$ cat src/rtl/arbiter4_rr.sv
// ============================================================================
// Module   : arbiter4_rr
// Brief    : 4-way round-robin arbiter with hold limit and forced-release pulse
// Revision : 1.0 - initial release
// ============================================================================
`default_nettype none

module arbiter4_rr #(
    parameter int HOLD_MAX = 8
) (
    input  logic       clk,
    input  logic       rst,
    input  logic [3:0] req,
    input  logic       done,
    output logic [3:0] gnt,
    output logic [1:0] gnt_idx,
    output logic       gnt_valid,
    output logic       timeout
);

    localparam logic       c_st_idle  = 1'b0;
    localparam logic       c_st_busy  = 1'b1;
    localparam logic [7:0] c_hold_max = 8'(HOLD_MAX);

    logic       r_state;
    logic [1:0] r_ptr;
    logic [7:0] r_hold;

    logic [1:0] w_cand;
    logic [1:0] w_win;
    logic       w_found;
    logic       w_at_max;
    logic       w_drop;
    logic       w_release;

    // First requester found scanning from the rotation pointer upward.
    always_comb begin
        w_cand  = 2'd0;
        w_win   = 2'd0;
        w_found = 1'b0;
        for (int k = 0; k < 4; k++) begin
            w_cand = r_ptr + 2'(k);
            if (!w_found && req[w_cand]) begin
                w_win   = w_cand;
                w_found = 1'b1;
            end
        end
    end

    assign w_at_max  = (r_hold == c_hold_max);
    assign w_drop    = ~req[gnt_idx];
    assign w_release = done | w_drop | w_at_max;

    always_ff @(posedge clk) begin
        if (rst) begin
            r_state   <= c_st_idle;
            r_ptr     <= 2'd0;
            r_hold    <= 8'd0;
            gnt       <= 4'd0;
            gnt_idx   <= 2'd0;
            gnt_valid <= 1'b0;
            timeout   <= 1'b0;
        end else begin
            timeout <= 1'b0;
            case (r_state)
                c_st_idle: begin
                    if (w_found) begin
                        r_state   <= c_st_busy;
                        gnt       <= 4'b0001 << w_win;
                        gnt_idx   <= w_win;
                        gnt_valid <= 1'b1;
                        r_hold    <= 8'd1;
                    end
                end
                c_st_busy: begin
                    if (w_release) begin
                        r_state   <= c_st_idle;
                        r_ptr     <= gnt_idx + 2'd1;
                        r_hold    <= 8'd0;
                        gnt       <= 4'd0;
                        gnt_idx   <= 2'd0;
                        gnt_valid <= 1'b0;
                        // A limit hit only counts as a timeout when nothing
                        // else would have released the grant anyway.
                        timeout   <= w_at_max & ~done & ~w_drop;
                    end else begin
                        r_hold <= r_hold + 8'd1;
                    end
                end
                default: begin
                    r_state <= c_st_idle;
                end
            endcase
        end
    end

endmodule

`default_nettype wire
$ cat config.mk
export PLATFORM = sky130hd
export DESIGN_NAME = arbiter4_rr
export DESIGN_NICKNAME = d
export VERILOG_FILES = /design/src/rtl/arbiter4_rr.sv
export SDC_FILE = /design/constraint.sdc
export NUM_CORES = 1
export LEC_CHECK = 0
export ABC_AREA = 1
export CAP_MARGIN = 30
export CORE_MARGIN = 2
export CORE_UTILIZATION = 54
export CTS_CLUSTER_DIAMETER = 30
export DETAILED_ROUTE_END_ITERATION = 8
export PLACE_DENSITY = 0.83
export SLEW_MARGIN = 30
export SYNTH_ARGS = -nofsm -noshare
export SYNTH_HDL_FRONTEND = slang
export SYNTH_SLANG_ARGS = --single-unit
$ cat constraint.sdc
create_clock -name clk -period 1.78 [get_ports clk]
set_input_delay 0.356 -clock clk [delete_from_list [all_inputs] [get_ports clk]]
set_output_delay 0.356 -clock clk [all_outputs]
set_load 0.02 [all_outputs]
======== Word level (Yosys, flattened, before mapping) ========
Cells that the tools add are included.
Widths: inputs -> output; s select.
word-level totals
  register bits after elaboration ......... 19
  input port bits ......................... 7
  output and inout port bits .............. 8
cells by class
  add/sub/neg operators ................... 5
  $lt $le $gt $ge ......................... 5
  eq/ne operators ......................... 3
  shift operators ......................... 1
  multiplexer cells ....................... 33
  bitwise operators ....................... 8
  reduce and logical (&&, ||, !) cells .... 9
operator list
  operator             number
  $mux 8               2
  $pmux 8 s2           1
  $lt 2x3->1 const B   5
  $mux 1               13
  $mux 2               6
  $bmux 1 s2           5
  $add 8x1->8 const B  1
  $eq 8x4->1 const B   1
  $mux 4               2
  $pmux 4 s2           1
  $add 2x1->2 const B  2
  $add 2x2->2 const B  2
  $not 1->1            4
  $pmux 1 s2           2
  $pmux 2 s2           1
  $reduce_and 2->1     2
  $shl 1x2->4 const A  1
  $logic_and 1x1->1    3
  $logic_not 1->1      3
  $reduce_or 3->1      1
  $and 1x1->1          2
  $ne 2x1->1 const B   1
  $ne 2x2->1 const B   1
  $or 1x1->1           2

======== Logic depth before layout (Yosys ltp) ========
  word-level depth ........................ 15
  gate-level depth with buffers ........... 12

======== Worst setup path before layout ========
Ideal clock, no wire load.
  path kind ............................... register to register
  from .................................... register gnt_idx[0]
  to ...................................... register gnt[0]
  setup time .............................. 0.058 ns
  arrival time ............................ 1.468 ns
  slack ................................... 0.253 ns
  stages on the path, launching flop included .. 9
  path buffers ............................ 0
  clock period less this slack ............ 1.527 ns
  path through ............................ dfxtp_1 o21ai_0 o21ai_0 nand3_1 nand2_1 nand2_1 nor2_8 nand2_1 nand2_1
between the ends
  word-level cells in the longest chain between the ends .. 7
ends and longest elaborated chain
  item                               line  source
  from (decl)                        16    output logic [1:0] gnt_idx,
  from (signal assigned)             70    gnt_idx <= w_win;
  $bmux 1 s2                         51    assign w_drop = ~req[gnt_idx];
  $mux 1 (not written as such)       51
  $not 1->1                          51
  $or 1x1->1 (2 in a row)            52    assign w_release = done | w_drop | w_at_max;
  $ne 2x1->1 (no source line)        --
  $reduce_and 2->1 (no source line)  --
  to (signal assigned)               69    gnt <= 4'b0001 << w_win;
  to (decl)                          15    output logic [3:0] gnt,
No other way between the ends. The select of a mux whose other input is x is not followed.
A chain may end at the register's enable or synchronous reset.

======== Final worst setup path ========
  from .................................... register gnt_idx[1]
  to ...................................... output gnt_idx[1]
No word-level cell between the ends.

==> flow_summary.toml <==
[status]
status = "completed"

[power]
powerDensity_mw_per_mm2 = 1183
p_leak_nw = 0.7185
peakVddDrop_mv = 0.7892

[placed_design]
detailed_place_hpwl_um = 2205
dpl-instance-area_mm2 = 0.001430
gp_congestion = 0.8164
dp_slack_ps = -260.0
place_inst = 240
port_buffers = 14

[setup_path]
rrSetupSlack_ps = 170
worstPathMaxFanout = 5
worst-path-buf-inv = 1
worst_path_dominant_cell_family = "buffers and inverters"
ff2ff_path_depth = 9
endpoint_kind = "primary output"
path_class = "register to primary output"
r2r_end = "r_hold[7]$_SDFFE_PP0P_"
crit_path_start_kind = "register"
reg2reg_from = "r_ptr[0]$_SDFFE_PP0P_"
required_ps = 1420
max_stage_delay_ps = 650
slowest_stage = "clkdlybuf4s50_1"
critPathArrivalTime_ps = 1390
worstPathCellList = "clkdlybuf4s50_1"

[global_route]
grt_max_degree = 11
grtUsageMet2_pct = 45.30
busiest_layer = "met2"
grt_use_total_pct = 23.75
grt_overflow = 0
use_met3_pct = 2.011
met1_usage_pct = 25.90
antenna_found_initial = 0
first_global_vias = 1187
grt_pass1_wl_um = 4816

[timing]
hold_viol = 0
timing.final.ws_setup_ps = 34.44
tightest_slew_ps = 329.1
skew_ps = 4.376
finalCritPeriodShare_pct = 98.07
rsz0062_at_grt = "true"
slew_viol_final = 0
relSlewSlack_pct = 77.86
fin_crit_ps = 1746
fmax_mhz = 572.9
setup_viol = 0

[synth]
synth_edf_count = 0
yosys-top-cells-area = "dfxtp_1 (31%), nand2_1 (24%), nand3_1 (5.7%)"
synthArstFlopShare_pct = 0
synth.cell_area_mm2 = 0.001221
synth_cell_types = 22
yosysMostFrequentCell = "nand2_1"
ys.flop_type = "dfxtp_1"
seq_area_frac_synth_pct = 31.15
ys_seq_elements = 19
synth_nets = 203
synth_area_leader_cell = "dfxtp_1"
synthTopCellsByCount = "nand2_1 (78), dfxtp_1 (19), inv_1 (18), nand3_1 (14), nor2_1 (13)"
synth.avg_cell_area_um2 = 6.295
yosysTopAreaCellShare_pct = 31.15
postSynthCellCount = 194
yosysWarnings = 0

[final_layout]
area_growth_pct = 22.23
drive_above_1_share_pct = 15.74
diodes = 0
final_util_pct = 68.80
final_nets = 226
multiInputGateArea_um2 = 775.7
final_area_mm2 = 0.001493
num-fill-cells = 198
regArea_um2 = 385.4
finalNonFillerCells = 244

[drt]
routed_wl_um = 2856
wl_per_cell_um = 11.70
drtAntennaViolNets = 0
via_per_inst = 5.180
drc = 0
dr.pass1.iters = 6
vias = 1264
first_iter_violations = 33

[cts]
path_clk_slew_ps = 100
cts.path.max_buffers = 2
insertion_delay_ps = 300
cts_root_buf = "clkbuf_4"
cts.sinks = 19
postCtsSetupBuffers = 0
cts_tree = "yes"
numCtsBuffers = 3
htree_levels = 1

[hold_path]
min_to = "gnt_valid$_SDFFE_PP0P_"
min_from = "gnt_valid$_SDFFE_PP0P_"
hold_depth = 2
holdCritPathClass = "register to register"

[die]
fp.coreArea_mm2 = 0.002170
io_pins = 15
start_util_pct = 56.29
dieArea_mm2 = 0.002658
die_width_um = 51.56
die_h_um = 51.56
rows = 17

[flow_run]
maxCapViolations = 0
[layout by cell type, fill, tap and decap left out, types with 2 or more instances in the layout]
cell and instances:
a21oi_1 11, buf_4 6, clkbuf_4 3, clkdlybuf4s50_1 13, dfxtp_1 17, ha_1 2, inv_1 18, inv_2 4
nand2_1 75, nand2_2 9, nand3_1 13, nand3b_1 3, nand4_1 3, nor2_1 12, nor2_4 3, nor2_8 2
nor4_1 2, o21ai_0 8, xor2_1 2
[stage by stage]
stage / total power, mW / hold slack [ps] / TNS [ps]
floorplan: 1.215 / 456.8 / 0
global placement: 1.453 / 430.2 / -1976
detailed placement: 1.495 / 443.6 / -3617
CTS: 1.712 / 459.8 / 0
global route: 1.909 / 481.4 / -157.8
finish: 1.766 / 453.9 / 0
[power by group]
group	switching [mW]	internal [mW]
clock network	0.131	0.0874
registers	0.0881	0.506
logic	0.596	0.357
total	0.815	0.951
[routing by layer]
layer	wire (um)	vias to the layer above	part of all wire, %
li1	-	660	-
met1	1220	566	43
met2	1475	27	52
met3	57	11	2.0
met4	102	0	3.6
met5	0	-	0
[state kept, by name, indices dropped and copies added, names as in the netlist]
name / cells
gnt: 4
gnt_idx: 2
gnt_valid: 1
r_hold: 8
r_ptr: 2
r_state: 1
timeout: 1
[timing repair]
action / 4_1_cts / 5_1_grt
endpoints found under the setup margin: 0 / 19
gates resized for setup: 0 / 14
hold buffers: 0 / 0
[layout make-up]
class | instances | area share (%)
clock buffers | 4 | 1.760
flip-flops and latches | 19 | 25.82
inverters | 22 | 5.532
well taps | 28 | 2.347
multi-input cells | 151 | 51.97
repair buffers | 20 | 12.57
[cells by family after synthesis]
group	synth area share (%)
xor gates and xnor gates	2.152
and+or+nand+nor	48.77
buffers and inverters	7.684
adders and majority gates	2.049
DFF	31.15
AOI/OAI and AO/OA	8.196
[worst max-delay path by stage]
stage / start / endpoint / slack, ps / depth (start not counted)
5_1_grt: req[2] / gnt[3]$_SDFFE_PP0P_ / -40 / 12
2_1_floorplan: gnt_idx[0]$_SDFFE_PP0P_ / gnt[0]$_SDFFE_PP0P_ / 250 / 8
6_report: gnt_idx[1]$_SDFFE_PP0P_ / gnt_idx[1] / 30 / 1
3_3_place_gp: req[1] / gnt[2]$_SDFFE_PP0P_ / -160 / 11
3_5_place_dp: req[2] / gnt[2]$_SDFFE_PP0P_ / -260 / 9
4_1_cts: gnt_idx[0]$_SDFFE_PP0P_ / gnt_idx[0] / 10 / 1
No activity file was read; power rests on OpenSTA's default activity.
